===== config.mk =====
export PLATFORM = sky130hd
export DESIGN_NAME = pzcorebus_response_arbiter
export DESIGN_NICKNAME = d
export VERILOG_FILES = /design/src/rtl/pzcorebus_response_arbiter.sv
export SDC_FILE = /design/constraint.sdc
export NUM_CORES = 1
export LEC_CHECK = 0
export CAP_MARGIN = 10
export CORE_AREA = 2 2 79 81
export CTS_BUF_LIST = sky130_fd_sc_hd__clkbuf_2
export DETAILED_ROUTE_END_ITERATION = 10
export DIE_AREA = 0 0 81 83
export PLACE_DENSITY = 0.83
export SYNTH_ARGS = -nofsm -noshare
export SYNTH_HDL_FRONTEND = slang
export SYNTH_SLANG_ARGS = --single-unit

===== constraint.sdc =====
create_clock -name i_clk -period 2.6 [get_ports i_clk]
set_clock_uncertainty 0.2 [all_clocks]
set_input_delay 0.52 -clock i_clk [delete_from_list [all_inputs] [get_ports i_clk]]
set_output_delay 0.52 -clock i_clk [all_outputs]
set_load 0.02 [all_outputs]

===== src/rtl/pzcorebus_response_arbiter.sv =====
// N-to-1 round-robin merge of packed corebus response streams.
// A multi-beat response holds the grant until its last beat, so bursts never interleave.
module pzcorebus_response_arbiter #(
   parameter int N              = 2,
   parameter int RESPONSE_WIDTH = 64,
   parameter int PORT_WIDTH     = $clog2(N)
) (
   input  logic                        i_clk,
   input  logic                        i_rst,
   input  logic [N-1:0]                i_sresp_valid,
   output logic [N-1:0]                o_mresp_accept,
   input  logic [N*RESPONSE_WIDTH-1:0] i_sresp,
   input  logic [N-1:0]                i_sresp_last,
   output logic                        o_sresp_valid,
   input  logic                        i_mresp_accept,
   output logic [RESPONSE_WIDTH-1:0]   o_sresp,
   output logic                        o_sresp_last,
   output logic [PORT_WIDTH-1:0]       o_grant_port,
   output logic                        o_locked
);

   typedef enum logic {UNLOCKED = 1'b0, LOCKED = 1'b1} state_t;

   state_t                state_q, state_d;
   logic [PORT_WIDTH-1:0] lock_port_q, lock_port_d;
   logic [PORT_WIDTH-1:0] rr_ptr_q, rr_ptr_d;
   logic [PORT_WIDTH-1:0] sel, sel_inc;
   logic                  found;
   int                    idx;
   logic                  hs;

   // Search starts at rr_ptr; with nothing valid, sel parks on rr_ptr.
   always_comb begin
      sel   = rr_ptr_q;
      found = 1'b0;
      idx   = 0;
      if (state_q == LOCKED) begin
         sel = lock_port_q;
      end else begin
         for (int i = 0; i < N; i++) begin
            idx = int'(rr_ptr_q) + i;
            if (idx >= N) idx = idx - N;
            if (!found && i_sresp_valid[PORT_WIDTH'(idx)]) begin
               sel   = PORT_WIDTH'(idx);
               found = 1'b1;
            end
         end
      end
   end

   // Explicit wrap keeps the pointer below N for non-power-of-2 N.
   assign sel_inc = (int'(sel) == N - 1) ? '0 : sel + PORT_WIDTH'(1);

   assign o_sresp_valid = !i_rst && i_sresp_valid[sel];
   assign o_sresp       = i_sresp[int'(sel)*RESPONSE_WIDTH +: RESPONSE_WIDTH];
   assign o_sresp_last  = i_sresp_last[sel];
   assign o_grant_port  = i_rst ? '0 : sel;
   assign o_locked      = !i_rst && (state_q == LOCKED);
   assign hs            = o_sresp_valid && i_mresp_accept;

   always_comb begin
      o_mresp_accept      = '0;
      o_mresp_accept[sel] = hs;
   end

   always_comb begin
      state_d     = state_q;
      lock_port_d = lock_port_q;
      rr_ptr_d    = rr_ptr_q;
      if (hs) begin
         case (state_q)
            UNLOCKED: begin
               if (!o_sresp_last) begin
                  state_d     = LOCKED;
                  lock_port_d = sel;
               end else begin
                  rr_ptr_d = sel_inc;
               end
            end
            LOCKED: begin
               if (o_sresp_last) begin
                  state_d  = UNLOCKED;
                  rr_ptr_d = sel_inc;
               end
            end
            default: state_d = UNLOCKED;
         endcase
      end
   end

   always_ff @(posedge i_clk or posedge i_rst) begin
      if (i_rst) begin
         state_q     <= UNLOCKED;
         lock_port_q <= '0;
         rr_ptr_q    <= '0;
      end else begin
         state_q     <= state_d;
         lock_port_q <= lock_port_d;
         rr_ptr_q    <= rr_ptr_d;
      end
   end

   a_accept_onehot0: assert property (@(posedge i_clk) disable iff (i_rst)
      $onehot0(o_mresp_accept));
   a_lock_port_range: assert property (@(posedge i_clk) disable iff (i_rst)
      int'(lock_port_q) < N);
   a_lock_exclusive: assert property (@(posedge i_clk) disable iff (i_rst)
      (state_q != LOCKED) || ((o_mresp_accept & ~(N'(1) << lock_port_q)) == '0));

endmodule


==> metrics.md, run 1 <==
| Metric | Value |
|---|---|
| Fin util | between 50% and 60% |
| Setup crit end kind | output pin |
| Ant. Diodes | 0 |
| Slew Viols, Final | 0 |
| Slowest stage delay, CP | 400 ps |
| Worst-path clk slew | approximately 40 ps |
| Worst ir drop on vdd | 0.471 mV |
| First-pass GRT wire length | 8.48 mm |
| Max Clk Rate | between 300 and 400 MHz |
| Clock latency on the worst-skew pair | ~200 ps |
| Gr usage total | between 10% and 20% |
| Crit-path slowest cell | dfrtp_1 |
| Vias per Instance | about 4.4 |
| Post-layout min period | 2570 ps |
| Critical Path, Cell by Cell | mux2i_4 -> bufbuf_16 -> mux2_2 -> dlygate4sd2_1 |
| Relative slew slack | 84.7% |
| Synthesis-stage register bit count | 3 |
| CTS root buf | clkbuf_2 |
| Site Rows | 28 |
| RSZ-0062 raised after global routing | yes |
| Filler cell count | 583 |
| Total number of vias | 1673 |
| Core Region | 0.00582 sq mm |
| WS Path Type | flop to output pin |
| Antenna violations before repair | 0 |
| Area growth from synthesis to layout | 196% |
| Place WS | -159 ps |
| Vias in the first global route | 1802 |
| Hold Buf Count CTS | 0 |
| Routed wire length | 5.59 mm |
| Post-synth cell types | 19 |
| CP startpoint kind | flop |
| Nets@finish | around 450 |
| CP max FO | 17 |
| DPL Wire Length | about 4.7 mm |
| Syn_area_per_cell | 10.7 sq um |
| Starting DRT DRC Count | 13 |
| DR WL/cell | between 10 and 15 um |
| Pin count of the biggest net entering global routing | 18 |
| Overflow after GRT | 0 |
| Synthesized cell area | between 0.001 and 0.0015 sq mm |
| I/O pin cnt | 205 |
| TritonCTS Sinks | 3 |
| Placed Cells | between 300 and 400 |
| Hold WC Path Type | flop to flop |
| Synth Instances | 95 |
| Worst Tran Pin Value | around 230 ps |
| PD cells | slightly below 1000 mW/mm^2 |
| Leakage power | 1.31 nW |
| Clock buffer depth | 2 |
| First-pass iteration count of the detailed router | 4 |
| Maxcap violations | 0 |
| Final Cycle Share | a little over nine tenths |
| Final Power | 2.99 mW |
| Non-Filler Instances | 384 |
| PortBufs | roughly 200 |
| Required @ worst endpoint | 1880 ps |
| Status | finished clean |
| H-Tree Depth | 1 |
| Seq/Total Area, Yosys | 7.35% |
| Number of remaining DRC errors | 0 |
| Chip Width | roughly 81 um |
| Die area | 0.00672 sq mm |
| Num CTS Buffers | 3 |
| Starting Density | 17.6% |
| Crit path DAT | approximately 1900 ps |
| Worst setup margin | 29.1 ps |
| Fraction of layout cells with a size suffix above 1 | 45.0% |
| Syn nets | 230 |
| YS warnings | 0 |
| Die Ht | 83 um |
| CTS tree | done |
| Post-detailed-route count of antenna-violating nets | 0 |
| Placer's final routability congestion estimate | 0.791 |
| Final Hold Fails | 0 |
| Endpoints failing setup | 0 |
[layout by cell type, fill, tap and decap left out, types with 2 or more instances in the layout]
master	count
clkdlybuf4s50_1	134
mux2_2	65
buf_2	53
dlygate4sd2_1	14
buf_4	7
clkbuf_2	5
nor2_1	3
dfrtp_1	3
buf_12	3
nor2b_1	2
a31oi_1	2
inv_1	2
buf_16	2
[flip-flops by register name (all words and copies together) (netlist names)]
register	count
lock_port_q	1
rr_ptr_q	1
state_q	1
[layer usage]
metal	track usage, %	wire length, um	vias up
met1	17.2	2010	774
met5	0	0	-
met4	4.16	46	0
met2	30.4	2950	103
li1	-	-	792
met3	3.04	584	4
[repair_timing]
| item | in CTS | in global routing |
|---|---|---|
| gates cloned | 2 | 0 |
| endpoints found under the setup margin | 69 | 38 |
| resized for setup | 213 | 28 |
| setup buffers | 3 | 0 |
[cells in the mapped netlist (all sizes together)]
master,n,area share [%]
mux2,65,72
buf,7,7.0
dfrtp,3,7.4
nor2,3,1.1
a31oi,2,1.2
and3,2,1.7
inv,2,0.74
mux2i,2,3.2
nor2b,2,1.2
a21boi,1,0.74
nand2,1,0.37
nand4,1,0.61
nand4b,1,0.86
nor3,1,0.49
nor3b,1,0.74
o311a,1,0.98
[where the power goes]
| part | internal (mW) | switching, mW | total [mW] | leakage (nW) |
|---|---|---|---|---|
| Sequential | 0.0702 | 0.0260 | 0.0963 | 0.0339 |
| Combinational | 1.50 | 1.33 | 2.83 | 1.26 |
| Clock | 0.0406 | 0.0244 | 0.0650 | 0.0166 |
| Total | 1.61 | 1.38 | 2.99 | 1.31 |
[worst max-delay path, delay by kind of cell, from the launching register on]
family	cells	cell delay (ps)
multiplexers	2	610
buffers and inverters	2	640
flip-flops	1	400
[kinds of logic (layout without fill, tap and decap cells)]
family	count (synthesis)	after routing	synth area share, %
buf+inv	9	223	7.72
flops	3	3	7.35
compound gates	4	4	2.94
mux	67	67	74.9
simple gates	12	12	7.11
[stage by stage]
stage	instance area, sq um	hold WS (ps)	setup TNS, ps
after global placement	3170	403	-311
after floorplan	1020	73.6	0
after CTS	3190	435	-4.03
after global routing	3020	478	-441
after detailed placement	3170	427	-408
final	3020	433	0
[area by class of cell]
type,instances,area (sq um),share of cell area [%]
multi-input cells,83,867,28.7
clock buffers,4,20.0,0.663
inverters,2,7.51,0.248
flip-flops and latches,3,75.1,2.48
repair buffers,217,1960,64.8
well taps,75,93.8,3.11
[final timing paths]
kind / endpoint / slack (ps) / cells after the start / startpoint
worst max-delay path: o_sresp[42] / 30 / 4 / state_q
worst min-delay path: lock_port_q / 430 / 2 / lock_port_q
worst max register to register: state_q / 850 / 4 / state_q
worst min register to register: lock_port_q / 430 / 2 / lock_port_q
max in group asynchronous: lock_port_q / 1560 / 3 / i_rst
min in group asynchronous: state_q / 510 / 3 / i_rst
Note: power is estimated with default switching activity, not from simulation.
==> inputs of run 2 (changes only) <==
CORE_AREA = 3 3 78 80   (was 2 2 79 81)
HOLD_SLACK_MARGIN = 0.05   (was not set)
MAX_ROUTING_LAYER = met4   (was not set)
PLACE_DENSITY = 0.87   (was 0.83)
==> run 2 against run 1 <==
Net effect:
- routed wire length is 3.9% higher
- clock power is 2% lower
- sequential share of layout area is 0.068 points higher
- non-clock buffer count is 2 lower
- maximum frequency is 2.0% higher
- final cell count is 1.3% lower
- register-to-register slack better by 40 ps
- via count is 2.6% lower
- sequential power is 2.2% lower
- first-iteration DRC count is 7.7% higher
- design area is 2.7% lower
- total power is 5.2% lower
- critical path type unchanged
- highest routed layer unchanged
==> metrics.md, run 2 (synthesized netlist as in run 1, its figures left out) <==
| Metric | Value |
|---|---|
| Status | finished clean (unchanged) |
| Ant. Diodes | 0 (unchanged) |
| Sw frac | 48.4% (was 46.1%) |
| Combinational group share of total power | 94.4% (was 94.6%) |
| Critical path origin | state_q (unchanged) |
| Crit Reg-Reg Endpoint | state_q (unchanged) |
| FF/Latch Area | 75.1 sq um (unchanged) |
| Sw power | 1.37 mW (was 1.38 mW) |
| Final Power | 2.84 mW (was 2.99 mW) |
| Crit path DAT | 1800 ps (was 1850 ps) |
| Total number of vias | 1629 (was 1673) |
| Starting Density | 18.7% (was 17.6%) |
| Worst Tran Pin Value | 264 ps (was 229 ps) |
| CTS root buf | clkbuf_2 (unchanged) |
| Gr usage total | 16.4% (was 15.9%) |
| RSZ-0062 raised after global routing | no (was yes) |
| Site Rows | 27 (was 28) |
| Pin count of the biggest net entering global routing | 29 (was 18) |
| Area growth from synthesis to layout | 188% (was 196%) |
| Internal cell power | 1.46 mW (was 1.61 mW) |
| Maxcap violations | 0 (unchanged) |
| Filler cell count | 537 (was 583) |
| Hold path cells | 2 (unchanged) |
| Clock latency on the worst-skew pair | 200 ps (about the same) |
| Fraction of layout cells with a size suffix above 1 | 47.2% (was 45.0%) |
| Vias per Instance | 4.30 (was 4.36) |
| Most common cell after layout, fill and taps aside | clkdlybuf4s50_1 (unchanged) |
| Slew Viols, Final | 0 (unchanged) |
| I/O pin cnt | 205 (unchanged) |
| Placer's final routability congestion estimate | 0.770 (was 0.791) |
| Clock buffer depth | 2 (unchanged) |
| Die Ht | 83 um (unchanged) |
| Relative slew slack | 82.4% (was 84.7%) |
| Endpoints failing setup | 0 (unchanged) |
| Chip Width | 81 um (unchanged) |
| TritonCTS Sinks | 3 (unchanged) |
| Required @ worst endpoint | 1880 ps (about the same) |
| R2R setup slack | 890 ps (was 850 ps) |
| WS Path Type | flop to output pin (unchanged) |
| Worst ir drop on vdd | 0.454 mV (was 0.471 mV) |
| Die area | 0.00672 sq mm (unchanged) |
| First-pass iteration count of the detailed router | 4 (unchanged) |
| Multi-input gate area | 867 sq um (unchanged) |
| Vias in the first global route | 1816 (was 1802) |
| Worst-path clk slew | 40 ps (about the same) |
| Post-layout min period | 2520 ps (was 2570 ps) |
| Hold Slack | 406 ps (was 433 ps) |
| Overflow after GRT | 0 (unchanged) |
| Reg2reg start | state_q (unchanged) |
| First-pass GRT wire length | 8.51 mm (was 8.48 mm) |
| PD cells | 964 mW/mm^2 (was 990 mW/mm^2) |
| Leakage power | 1.29 nW (was 1.31 nW) |
| Post-detailed-route count of antenna-violating nets | 0 (unchanged) |
| PortBufs | 204 (unchanged) |
| Min-delay src | lock_port_q (unchanged) |
| Flop pwr share | 3.3% (was 3.2%) |
| Max Clk Rate | 397 MHz (was 389 MHz) |
| Final Hold Fails | 0 (unchanged) |
| CTS tree | done (unchanged) |
| Core Region | 0.00547 sq mm (was 0.00582 sq mm) |
| Clk pwr share | 2.2% (about the same) |
| Nets@finish | 443 (was 445) |
| Antenna violations before repair | 0 (unchanged) |
| CP max FO | 14 (was 17) |
| H-Tree Depth | 1 (unchanged) |
| Hold WC Path Type | flop to flop (unchanged) |
| Most frequent cells in the layout | 134 x clkdlybuf4s50_1, 65 x mux2_2, 50 x clkbuf_2 (was 134 x clkdlybuf4s50_1, 65 x mux2_2, 53 x buf_2) |
| Setup crit end kind | output pin (unchanged) |
| Final Cycle Share | 97.0% (was 98.9%) |
| DR WL/cell | 15.3 um (was 14.5 um) |
| Starting DRT DRC Count | 14 (was 13) |
| Top flop regs | lock_port_q (1), rr_ptr_q (1), state_q (1) (unchanged) |
| Num CTS Buffers | 3 (unchanged) |
| CP startpoint kind | flop (unchanged) |
| Endpoint, Worst Hold | lock_port_q (unchanged) |
| Worst reg2reg path depth | 4 (unchanged) |
| Number of remaining DRC errors | 0 (unchanged) |
| DPL Wire Length | 5.00 mm (was 4.72 mm) |
| Routed wire length | 5.80 mm (was 5.59 mm) |
run 2: cell count changes in the layout (fill, tap and decap cells not counted), moves of 2 or more:
cell	before	now
buf_2	53	17
clkdlybuf4s15_1	0	3
clkbuf_2	5	50
dlygate4sd2_1	14	2
buf_12	3	1
run 2: routing by layer:
metal | part of all wire (%) | track usage (%) | up-vias
met5 | 0 | - | -
met1 | 35 | 17.1 | 730
met3 | 10 | 4.12 | 6
met4 | 0.83 | 2.92 | 0
met2 | 54 | 30.6 | 105
li1 | - | - | 788
run 2: cell type report:
class,count,share of cell area [%]
Tap cell,72,3.06
Timing Repair Buffer,215,64.0
Inverter,2,0.255
Sequential cell,3,2.55
Clock buffer,4,0.681
Multi-Input combinational cell,83,29.5
run 2: timing repair:
action	CTS	global route
resized for setup	128	90
cloned	1	1
hold buffers	0	0
buffers inserted	3	0
hold endpoints to repair	0	0
setup endpoints to repair	68	68
run 2: worst max path at each step:
stage	endpoint	slack [ps]	depth (start not counted)
floorplan	o_sresp[20]	450	3
global placement	o_mresp_accept[0]	-180	4
detailed placement	o_mresp_accept[0]	-170	4
CTS	o_sresp[37]	0.06	5
global route	o_sresp_last	1	5
finish	o_sresp_last	80	5
run 2: power groups by stage:
stage          Combinational (mW)  Clock (mW)  Sequential (mW)
3_5_place_dp                 2.92           0           0.0966
3_3_place_gp                 2.90           0           0.0951
6_report                     2.68      0.0636           0.0942
2_1_floorplan                1.72           0           0.0999
5_1_grt                      2.84      0.0718           0.0979
4_1_cts                      2.80      0.0663           0.0952
run 2: worst max-delay path, cell delays in order (launching register included):
cell and delay (ps):
dfrtp_1 390, mux2i_4 280, buf_12 150, buf_16 140, mux2_2 330, clkdlybuf4s15_1 300
run 2: stage by stage:
| stage | instance area (sq um) | TNS [ps] | util [%] | cells | setup slack (ps) |
|---|---|---|---|---|---|
| after floorplan | 1020 | 0 | - | 95 | 452 |
| after global placement | 3160 | -428 | 57.7 | 371 | -177 |
| after detailed placement | 3160 | -978 | 57.7 | 371 | -170 |
| after CTS | 3120 | 0 | 56.9 | 379 | 0.0577 |
| after global routing | 2940 | 0 | 53.7 | 379 | 1.06 |
| final | 2940 | 0 | 53.7 | 379 | 79.1 |
